===== config.mk =====
export PLATFORM = sky130hd
export DESIGN_NAME = branch_predict_unit
export DESIGN_NICKNAME = d
export VERILOG_FILES = /design/src/rtl/branch_predict_unit.sv
export SDC_FILE = /design/constraint.sdc
export NUM_CORES = 1
export LEC_CHECK = 0
export CORE_MARGIN = 3
export CORE_UTILIZATION = 40
export CTS_CLUSTER_DIAMETER = 200
export DETAILED_ROUTE_END_ITERATION = 8
export GPL_TIMING_DRIVEN = 0
export PLACE_DENSITY = 0.71
export REMOVE_ABC_BUFFERS = 1
export SYNTH_ARGS = -nofsm -noshare
export SYNTH_HDL_FRONTEND = slang
export SYNTH_SLANG_ARGS = --single-unit

===== constraint.sdc =====
create_clock -name clk -period 7.9 [get_ports clk]
set_clock_uncertainty 0.05 [all_clocks]
set_input_delay 1.58 -clock clk [delete_from_list [all_inputs] [get_ports clk]]
set_output_delay 1.58 -clock clk [all_outputs]
set_load 0.005 [all_outputs]

===== src/rtl/branch_predict_unit.sv =====
// Branch predict/resolve unit: fetch-side BHT lookup, execute-side resolution,
// BHT training, registered redirect pulse and saturating performance counters.
module branch_predict_unit #(
    parameter int OPC_W     = 6,
    parameter int PC_W      = 32,
    parameter int BHT_DEPTH = 16,
    parameter int CTR_W     = 2,
    parameter int STAT_W    = 16,
    parameter bit EXT_EN    = 1'b1
) (
    input  logic              clk,
    input  logic              rst_n,
    input  logic              pf_valid,
    input  logic [PC_W-1:0]   pf_pc,
    input  logic [OPC_W-1:0]  pf_opcode,
    output logic              pf_taken,
    input  logic              rs_valid,
    input  logic [PC_W-1:0]   rs_pc,
    input  logic [OPC_W-1:0]  rs_opcode,
    input  logic              rs_pred,
    input  logic              flagZ,
    input  logic              flagS,
    output logic              br_valid,
    output logic              br_taken,
    output logic              mispredict,
    output logic [STAT_W-1:0] stat_branches,
    output logic [STAT_W-1:0] stat_mispred
);
    localparam int IDX_W = $clog2(BHT_DEPTH);
    localparam logic [CTR_W-1:0] CTR_MAX  = '1;
    localparam logic [CTR_W-1:0] CTR_INIT = CTR_W'((1 << (CTR_W - 1)) - 1);

    localparam logic [OPC_W-1:0] OP_BR  = OPC_W'(6'b001110);
    localparam logic [OPC_W-1:0] OP_BMI = OPC_W'(6'b001111);
    localparam logic [OPC_W-1:0] OP_BPL = OPC_W'(6'b010000);
    localparam logic [OPC_W-1:0] OP_BZ  = OPC_W'(6'b010001);
    localparam logic [OPC_W-1:0] OP_BNZ = OPC_W'(6'b010010);
    localparam logic [OPC_W-1:0] OP_BNM = OPC_W'(6'b010011);

    typedef enum logic [1:0] {K_NONE, K_ALWAYS, K_COND} br_kind_e;

    function automatic br_kind_e classify(input logic [OPC_W-1:0] opc);
        br_kind_e k;
        k = K_NONE;
        if (opc == OP_BR)
            k = K_ALWAYS;
        else if (opc == OP_BMI || opc == OP_BPL || opc == OP_BZ)
            k = K_COND;
        else if (EXT_EN && (opc == OP_BNZ || opc == OP_BNM))
            k = K_COND;
        return k;
    endfunction

    function automatic logic cond_taken(input logic [OPC_W-1:0] opc, input logic z, input logic s);
        logic t;
        t = 1'b0;
        if (opc == OP_BR)       t = 1'b1;
        else if (opc == OP_BMI) t = s;
        else if (opc == OP_BPL) t = ~s & ~z;
        else if (opc == OP_BZ)  t = z;
        else if (opc == OP_BNZ) t = ~z;
        else if (opc == OP_BNM) t = ~s;
        return t;
    endfunction

    logic [BHT_DEPTH-1:0][CTR_W-1:0] bht_q, bht_d;
    logic              br_valid_q, br_valid_d;
    logic              br_taken_q, br_taken_d;
    logic              mispredict_q, mispredict_d;
    logic [STAT_W-1:0] stat_branches_q, stat_branches_d;
    logic [STAT_W-1:0] stat_mispred_q, stat_mispred_d;

    logic [IDX_W-1:0] pf_idx, rs_idx;
    br_kind_e         pf_kind, rs_kind;
    logic             rs_fire, rs_actual, rs_wrong;
    logic             z_g, s_g;
    logic             unused_pc;

    assign pf_idx    = pf_pc[IDX_W+1:2];
    assign rs_idx    = rs_pc[IDX_W+1:2];
    assign unused_pc = ^{pf_pc, rs_pc};

    // Fetch-side prediction: BR always taken, conditionals follow counter MSB
    always_comb begin
        pf_kind  = classify(pf_opcode);
        pf_taken = 1'b0;
        if (pf_valid) begin
            if (pf_kind == K_ALWAYS)    pf_taken = 1'b1;
            else if (pf_kind == K_COND) pf_taken = bht_q[pf_idx][CTR_W-1];
        end
    end

    // Resolve: flags gated by rs_valid so idle-cycle X never reaches state
    always_comb begin
        z_g       = flagZ & rs_valid;
        s_g       = flagS & rs_valid;
        rs_kind   = rs_valid ? classify(rs_opcode) : K_NONE;
        rs_fire   = (rs_kind != K_NONE);
        rs_actual = rs_fire & cond_taken(rs_opcode, z_g, s_g);
        rs_wrong  = rs_fire & (rs_actual != rs_pred);

        br_valid_d      = rs_fire;
        br_taken_d      = rs_actual;
        mispredict_d    = rs_wrong;
        stat_branches_d = stat_branches_q;
        stat_mispred_d  = stat_mispred_q;
        if (rs_fire && stat_branches_q != '1) stat_branches_d = stat_branches_q + 1'b1;
        if (rs_wrong && stat_mispred_q != '1) stat_mispred_d = stat_mispred_q + 1'b1;
    end

    // BHT training: conditional branches only, saturating both ways
    always_comb begin
        bht_d = bht_q;
        if (rs_kind == K_COND) begin
            if (rs_actual) begin
                if (bht_q[rs_idx] != CTR_MAX) bht_d[rs_idx] = bht_q[rs_idx] + 1'b1;
            end else begin
                if (bht_q[rs_idx] != '0) bht_d[rs_idx] = bht_q[rs_idx] - 1'b1;
            end
        end
    end

    // State registers; reset drops any in-flight resolution
    always_ff @(posedge clk or negedge rst_n) begin
        if (!rst_n) begin
            bht_q           <= {BHT_DEPTH{CTR_INIT}};
            br_valid_q      <= 1'b0;
            br_taken_q      <= 1'b0;
            mispredict_q    <= 1'b0;
            stat_branches_q <= '0;
            stat_mispred_q  <= '0;
        end else begin
            bht_q           <= bht_d;
            br_valid_q      <= br_valid_d;
            br_taken_q      <= br_taken_d;
            mispredict_q    <= mispredict_d;
            stat_branches_q <= stat_branches_d;
            stat_mispred_q  <= stat_mispred_d;
        end
    end

    assign br_valid      = br_valid_q;
    assign br_taken      = br_taken_q;
    assign mispredict    = mispredict_q;
    assign stat_branches = stat_branches_q;
    assign stat_mispred  = stat_mispred_q;

endmodule


# --- Word level (Yosys, flattened, before mapping) ---
# Index checks and enable logic that the tools add are counted.
word_totals:
  ff_bits: 67
  output_inout_bits: 36
  word_cells: 95
classes:
  n_addsub: 4
  order_cmp: 3
  n_eq_ne: 20
  n_mux: 27
  n_bitwise: 7
  n_reduce_logical: 13
ops:
  columns: ["cell", "n"]
  rows:
  - ["32-bit two-way mux", 3]
  - ["32-bit bitwise mux", 2]
  - ["6-bit by 5-bit equality test with 1-bit output, second input constant", 8]
  - ["16-bit by 1-bit adder with 16-bit output, second input constant", 2]
  - ["16-bit inequality test, second input constant", 2]
  - ["6-bit by 4-bit equality test with 1-bit output, second input constant", 4]
  - ["2-bit two-way mux", 10]
  - ["2-bit binary-select mux with 4-bit select", 2]
  - ["4-bit by 5-bit less-than comparator with 1-bit output, second input constant", 2]
  - ["1-bit two-way mux", 9]
  - ["2-bit demux with 4-bit select", 1]
  - ["1-bit logical OR", 6]
  - ["2-bit nonzero test", 3]
  - ["1-bit bitwise AND", 5]
  - ["2-bit equality test, second input constant", 2]
  - ["4-bit by 1-bit greater-or-equal comparator with 1-bit output, second input constant", 1]
  - ["1-bit logical AND", 3]
  - ["3-bit AND reduction", 1]
  - ["2-bit by 1-bit adder with 2-bit output, second input constant", 1]
  - ["2-bit by 1-bit equality test with 1-bit output, second input constant", 1]
  - ["2-bit by 1-bit inequality test with 1-bit output, second input constant", 1]
  - ["2-bit inequality test, second input constant", 1]
  - ["1-bit NOT", 2]
  - ["2-bit by 1-bit subtractor with 2-bit output, second input constant", 1]
  - ["1-bit inequality test", 1]

# --- Longest topological paths before layout ---
depth:
  depth_word: 12
  depth_mapped: 14

# --- Worst setup path before layout ---
# No wires, ideal clock.
synth_path:
  kind: "input port to flip-flop"
  start: "input rs_pc[2]"
  end: "register bht_q[21] (netlist name)"
  arrival_ps: 4390
  t_required_ps: 7725
  setup_slack_ps: 3335
  cell_stages: 14
  cell_sequence: "buf_2 > mux4_2 > mux2i_1 > nand2_1 > o21ai_1 > clkbuf_1 > inv_1 > ha_1 > a2111oi_0 > mux2_1 > a211o_4 > buf_6 > nand4_2 > mux2_4"
synth_via:
  elab_chain_len: 7
synth_lines:
  columns: ["item", "line_no", "text"]
  rows:
  - ["from (decl)", "18", "input logic [PC_W-1:0] rs_pc,"]
  - ["4-bit by 5-bit less-than comparator with 1-bit output (not written as such) or 4-bit by 1-bit greater-or-equal comparator with 1-bit output (tied branches)", "116, 118", null]
  - ["1-bit logical AND (not written as such)", "116, 118", null]
  - ["2-bit two-way mux (not written as such)", "116, 118", null]
  - ["2-bit demux with 4-bit select", "116, 118", null]
  - ["32-bit bitwise mux (on tied branches)", "118, 116", null]
  - ["32-bit two-way mux (on tied branches)", "118, 116", null]
  - ["32-bit two-way mux", "115", "if (rs_actual) begin"]
  - ["to (signal assigned)", "126", "bht_q <= {BHT_DEPTH{CTR_INIT}};"]
  - ["to (signal assigned)", "133", "bht_q <= bht_d;"]
  - ["to (decl)", "66", "logic [BHT_DEPTH-1:0][CTR_W-1:0] bht_q, bht_d;"]
# Several ways; a longest one is shown, not always the timed one. The select of a mux whose other input is x is not followed.
# A chain may end at the register's enable or synchronous reset.

# --- Worst setup path in the final report ---
layout_path:
  start: "input rs_pc[2]"
  end: "register bht_q[15] (netlist name)"
# The elaborated chain is that of the path after synthesis.

==> flow_summary.ini <==
[drt]
drt_pre_antenna_iters = 4
routed.top_layer = met4
drc = 0
vias = 2483
drt_iter0_drc = 101
final_routed_wirelength_across_all_metal_layers_microns = 7433
routedLengthMet1_microns = 3350
routed_wire_length_per_instance_microns = 16.26
wl_met3_microns = 229
drt.antenna.violating_nets = 0
detail_route.vias_per_cell = 5.433
met2RoutedLength_microns = 3729

[sta]
worstMarginPinSlew_ns = 1.077
report.final.hold_viol_count = 0
setup_violations = 0
maxSlewHeadroom_pct = 27.69
grt_setup_unrepaired = false
finalCritPeriodShare_pct = 73.05
fin_setup_tns_ns = 0
drv_slew = 0
final.min_clock_period_ns = 5.771
max_clock_freq_ghz = 0.1733
final.setup.worst_slack_ns = 2.129
worst_hold_slack_ns = 0.4459

[global_routing]
grt_max_degree = 68
via_count_of_the_first_global_routing_pass = 2523
grt_pass1_wl_microns = 12470
initial_antenna_violation_count = 0
overflow = 0
total_routing_usage_gr_pct = 15.39

[worst_setup_path]
critical_path.startpoint = rs_pc[2]
cp_data_required_time_ns = 8.07
max_fanout_on_critical_path = 18
cp_data_arrival_time_ns = 5.94
crit_path_start_kind = input pin
cp_slowest_stage_delay_ns = 0.94
critical_path.cell_chain = clkdlybuf4s50_1 > mux4_2 > mux2_2 > o21ai_1 > inv_1 > ha_1 > a2111oi_0 > mux2_1 > a211o_4 > nand4_1 > mux2_2
critical_path.endpoint_type = flip-flop
rr_worst_depth = 10
reg2reg_setup_slack_ns = 4.09
crit_slowest_cell = sky130_fd_sc_hd__clkdlybuf4s50_1
criticalPathCategory = in2reg
crit_top_cell = sky130_fd_sc_hd__mux2_2

[power]
p_comb_share_pct = 15.0
fin_total_pwr_mw = 0.8085
pwr-share-clk_pct = 36.5
power_switching_mw = 0.2062
seqPwrFrac_pct = 48.4
power.ir.vdd_worst_v = 0.00007017
internal-power_mw = 0.6024
power.switching_fraction_pct = 25.50
static-leakage-power_nw = 1.959
power.density_mw_per_mm2 = 178.1

[clock_network]
cts_hold_buffers = 0
cts_max_path_buffers = 2
post_cts_resize_count = 0
clock_latency_ns = 0.33
cts-buffers-inserted = 9
cts_num_sinks = 67
clock-root-buffer = sky130_fd_sc_hd__clkbuf_8
htree_num_levels = 3
cts_setup_buffers = 0
path_clk_slew_ns = 0.07
cts_tree = done

[finish]
multiInputGateArea_sq_mm = 0.001858
num_antenna_cells = 0
final.fill_count = 754
layout-drive-gt1-share_pct = 26.93
final_nets = 431
finish.instance_area_sq_mm = 0.004539
synthToLayoutAreaGrowth_pct = 25.93
fin_util_pct = 52.05
post_layout_nonfiller_instances = 457
regArea_sq_mm = 0.001697

[yosys]
main_area_contributors_after_synthesis = sky130_fd_sc_hd__dfrtp_1, sky130_fd_sc_hd__dfstp_2, sky130_fd_sc_hd__mux4_2
synthXorXnorAreaFrac_pct = 7.532
synth_compound_gate_area_share_pct = 4.443
ys_seq_area_share_pct = 47.07
synth-simple-area-share_pct = 15.65
synth_top_family_by_area = multiplexers
post_synth_inst_count = 279
ys_ff_latch = 67
synthDistinctLibCells = 43
combined_area_of_all_synthesized_cells_sq_mm = 0.003605
synth_fa_ha_area_share_pct = 1.388
yosys_warnings = 0
most_area_hungry_cell_type_in_the_yosys_netlist = sky130_fd_sc_hd__dfrtp_1
synth_mux_area_share_pct = 22.21
synthesis.area_per_instance_sq_um = 12.92
synth_top_area_share_pct = 35.40

[die]
floorplan.die.width_microns = 100.9
core_region_area_sq_mm = 0.008721
top_level_ports = 119
die_height_microns = 100.9
floorplan.initialDensity_pct = 41.33
placementRows = 34
fp.dieArea_sq_mm = 0.01019

[hold_path]
worstHoldPathType = reg2reg
hold_path.startpoint = stat_branches[6]
whs_path_depth = 1

[placement]
dp.final_hpwl_microns = 5412
gp_congestion = 0.8151
placement.setup.worst_slack_ns = 1.582
place_inst = 441
port-buffer-count = 62
placement_stage_cell_area_sq_mm = 0.004317

[outcome]
run_status = finished clean

[job]
maxCapViolCount = 0
## area by class of cell
cell class	instances	area share [%]
Clock inverter	5	1.323
Multi-Input combinational cell	199	40.93
Clock buffer	11	3.335
Inverter	5	0.4410
Timing Repair Buffer	62	13.62
Sequential cell	67	37.38
Tap cell	108	2.977
## cells in the mapped netlist
| library cell | count |
|---|---|
| sky130_fd_sc_hd__buf_6 | 1 |
| sky130_fd_sc_hd__and4_1 | 2 |
| sky130_fd_sc_hd__o21ai_0 | 1 |
| sky130_fd_sc_hd__and3_1 | 5 |
| sky130_fd_sc_hd__dfstp_2 | 16 |
| sky130_fd_sc_hd__a311oi_2 | 2 |
| sky130_fd_sc_hd__xor2_1 | 7 |
| sky130_fd_sc_hd__dfrtp_1 | 51 |
| sky130_fd_sc_hd__xnor2_1 | 24 |
| sky130_fd_sc_hd__nand3_1 | 14 |
| sky130_fd_sc_hd__nand2b_1 | 1 |
| sky130_fd_sc_hd__mux2_1 | 12 |
| sky130_fd_sc_hd__clkinv_2 | 1 |
| sky130_fd_sc_hd__nand4_2 | 10 |
| sky130_fd_sc_hd__and2_1 | 2 |
| sky130_fd_sc_hd__mux4_2 | 14 |
| sky130_fd_sc_hd__a211oi_2 | 1 |
| sky130_fd_sc_hd__nor3_1 | 3 |
| sky130_fd_sc_hd__nand4_1 | 15 |
| sky130_fd_sc_hd__nand2_1 | 17 |
| sky130_fd_sc_hd__nor2_1 | 12 |
| sky130_fd_sc_hd__a31oi_1 | 2 |
| sky130_fd_sc_hd__or3b_4 | 1 |
| sky130_fd_sc_hd__mux2_2 | 16 |
| sky130_fd_sc_hd__and4b_1 | 1 |
| sky130_fd_sc_hd__clkbuf_1 | 4 |
| sky130_fd_sc_hd__mux2_4 | 10 |
| sky130_fd_sc_hd__o21a_1 | 1 |
| sky130_fd_sc_hd__ha_1 | 4 |
| sky130_fd_sc_hd__a21oi_2 | 1 |
| sky130_fd_sc_hd__inv_1 | 4 |
| sky130_fd_sc_hd__mux2i_1 | 2 |
| sky130_fd_sc_hd__a21o_4 | 1 |
| sky130_fd_sc_hd__a2111oi_0 | 1 |
| sky130_fd_sc_hd__nor3b_1 | 1 |
| sky130_fd_sc_hd__a211o_4 | 1 |
| sky130_fd_sc_hd__nor2_2 | 1 |
| sky130_fd_sc_hd__o21ai_1 | 2 |
| sky130_fd_sc_hd__nand4b_1 | 2 |
| sky130_fd_sc_hd__nor2b_1 | 5 |
| sky130_fd_sc_hd__a211oi_1 | 3 |
| sky130_fd_sc_hd__a21oi_1 | 2 |
| sky130_fd_sc_hd__buf_2 | 3 |
## worst paths after layout
| kind | end |
|---|---|
| max in group asynchronous | bht_q[19] |
| setup reg to reg | bht_q[15] |
| hold reg to reg | stat_branches[6] |
| setup / recovery | bht_q[15] |
| hold / removal | stat_branches[6] |
| min in group asynchronous | bht_q[31] |
## per-layer routing
| metal | vias up | GRT usage [%] |
|---|---|---|
| met5 | - | 0 |
| met4 | 0 | 6.237 |
| met3 | 12 | 2.491 |
| met2 | 46 | 24.96 |
| met1 | 1250 | 20.59 |
| li1 | 1175 | - |
## power by group through the flow
stage / combinational (mW) / sequential (mW) / clock, mW
2_1_floorplan: 0.0551 / 0.395 / 0
3_3_place_gp: 0.120 / 0.397 / 0
3_5_place_dp: 0.123 / 0.398 / 0
4_1_cts: 0.123 / 0.392 / 0.305
5_1_grt: 0.133 / 0.397 / 0.317
6_report: 0.121 / 0.392 / 0.295
## cells by family (layout without fill, tap and decap cells)
logic type	count (synthesis)	count (layout)
and+or+nand+nor	92	92
DFF	67	67
muxes	54	54
xor gates and xnor gates	31	31
AOI/OAI and AO/OA	18	18
buffers and inverters	13	83
adders and majority gates	4	4
## critical path: cells and delay by family
family	cells	cell delay, ns
adder cells (fa/ha/maj)	1	0.26
AND/OR/NAND/NOR	1	0.20
buffers and inverters	2	1.06
multiplexers	4	1.44
AO/OA/AOI/OAI	3	1.40
## cells in the final DEF, fill, tap and decap left out, types with 5 or more instances in the layout
| master | count |
|---|---|
| sky130_fd_sc_hd__and3_1 | 5 |
| sky130_fd_sc_hd__clkbuf_8 | 11 |
| sky130_fd_sc_hd__clkdlybuf4s50_1 | 61 |
| sky130_fd_sc_hd__dfrtp_1 | 51 |
| sky130_fd_sc_hd__dfstp_2 | 16 |
| sky130_fd_sc_hd__mux2_1 | 12 |
| sky130_fd_sc_hd__mux2_2 | 16 |
| sky130_fd_sc_hd__mux2_4 | 10 |
| sky130_fd_sc_hd__mux4_2 | 14 |
| sky130_fd_sc_hd__nand2_1 | 17 |
| sky130_fd_sc_hd__nand3_1 | 14 |
| sky130_fd_sc_hd__nand4_1 | 15 |
| sky130_fd_sc_hd__nand4_2 | 10 |
| sky130_fd_sc_hd__nor2_1 | 12 |
| sky130_fd_sc_hd__nor2b_1 | 5 |
| sky130_fd_sc_hd__xnor2_1 | 23 |
| sky130_fd_sc_hd__xor2_1 | 7 |
Note: power is estimated with default switching activity, not from simulation.
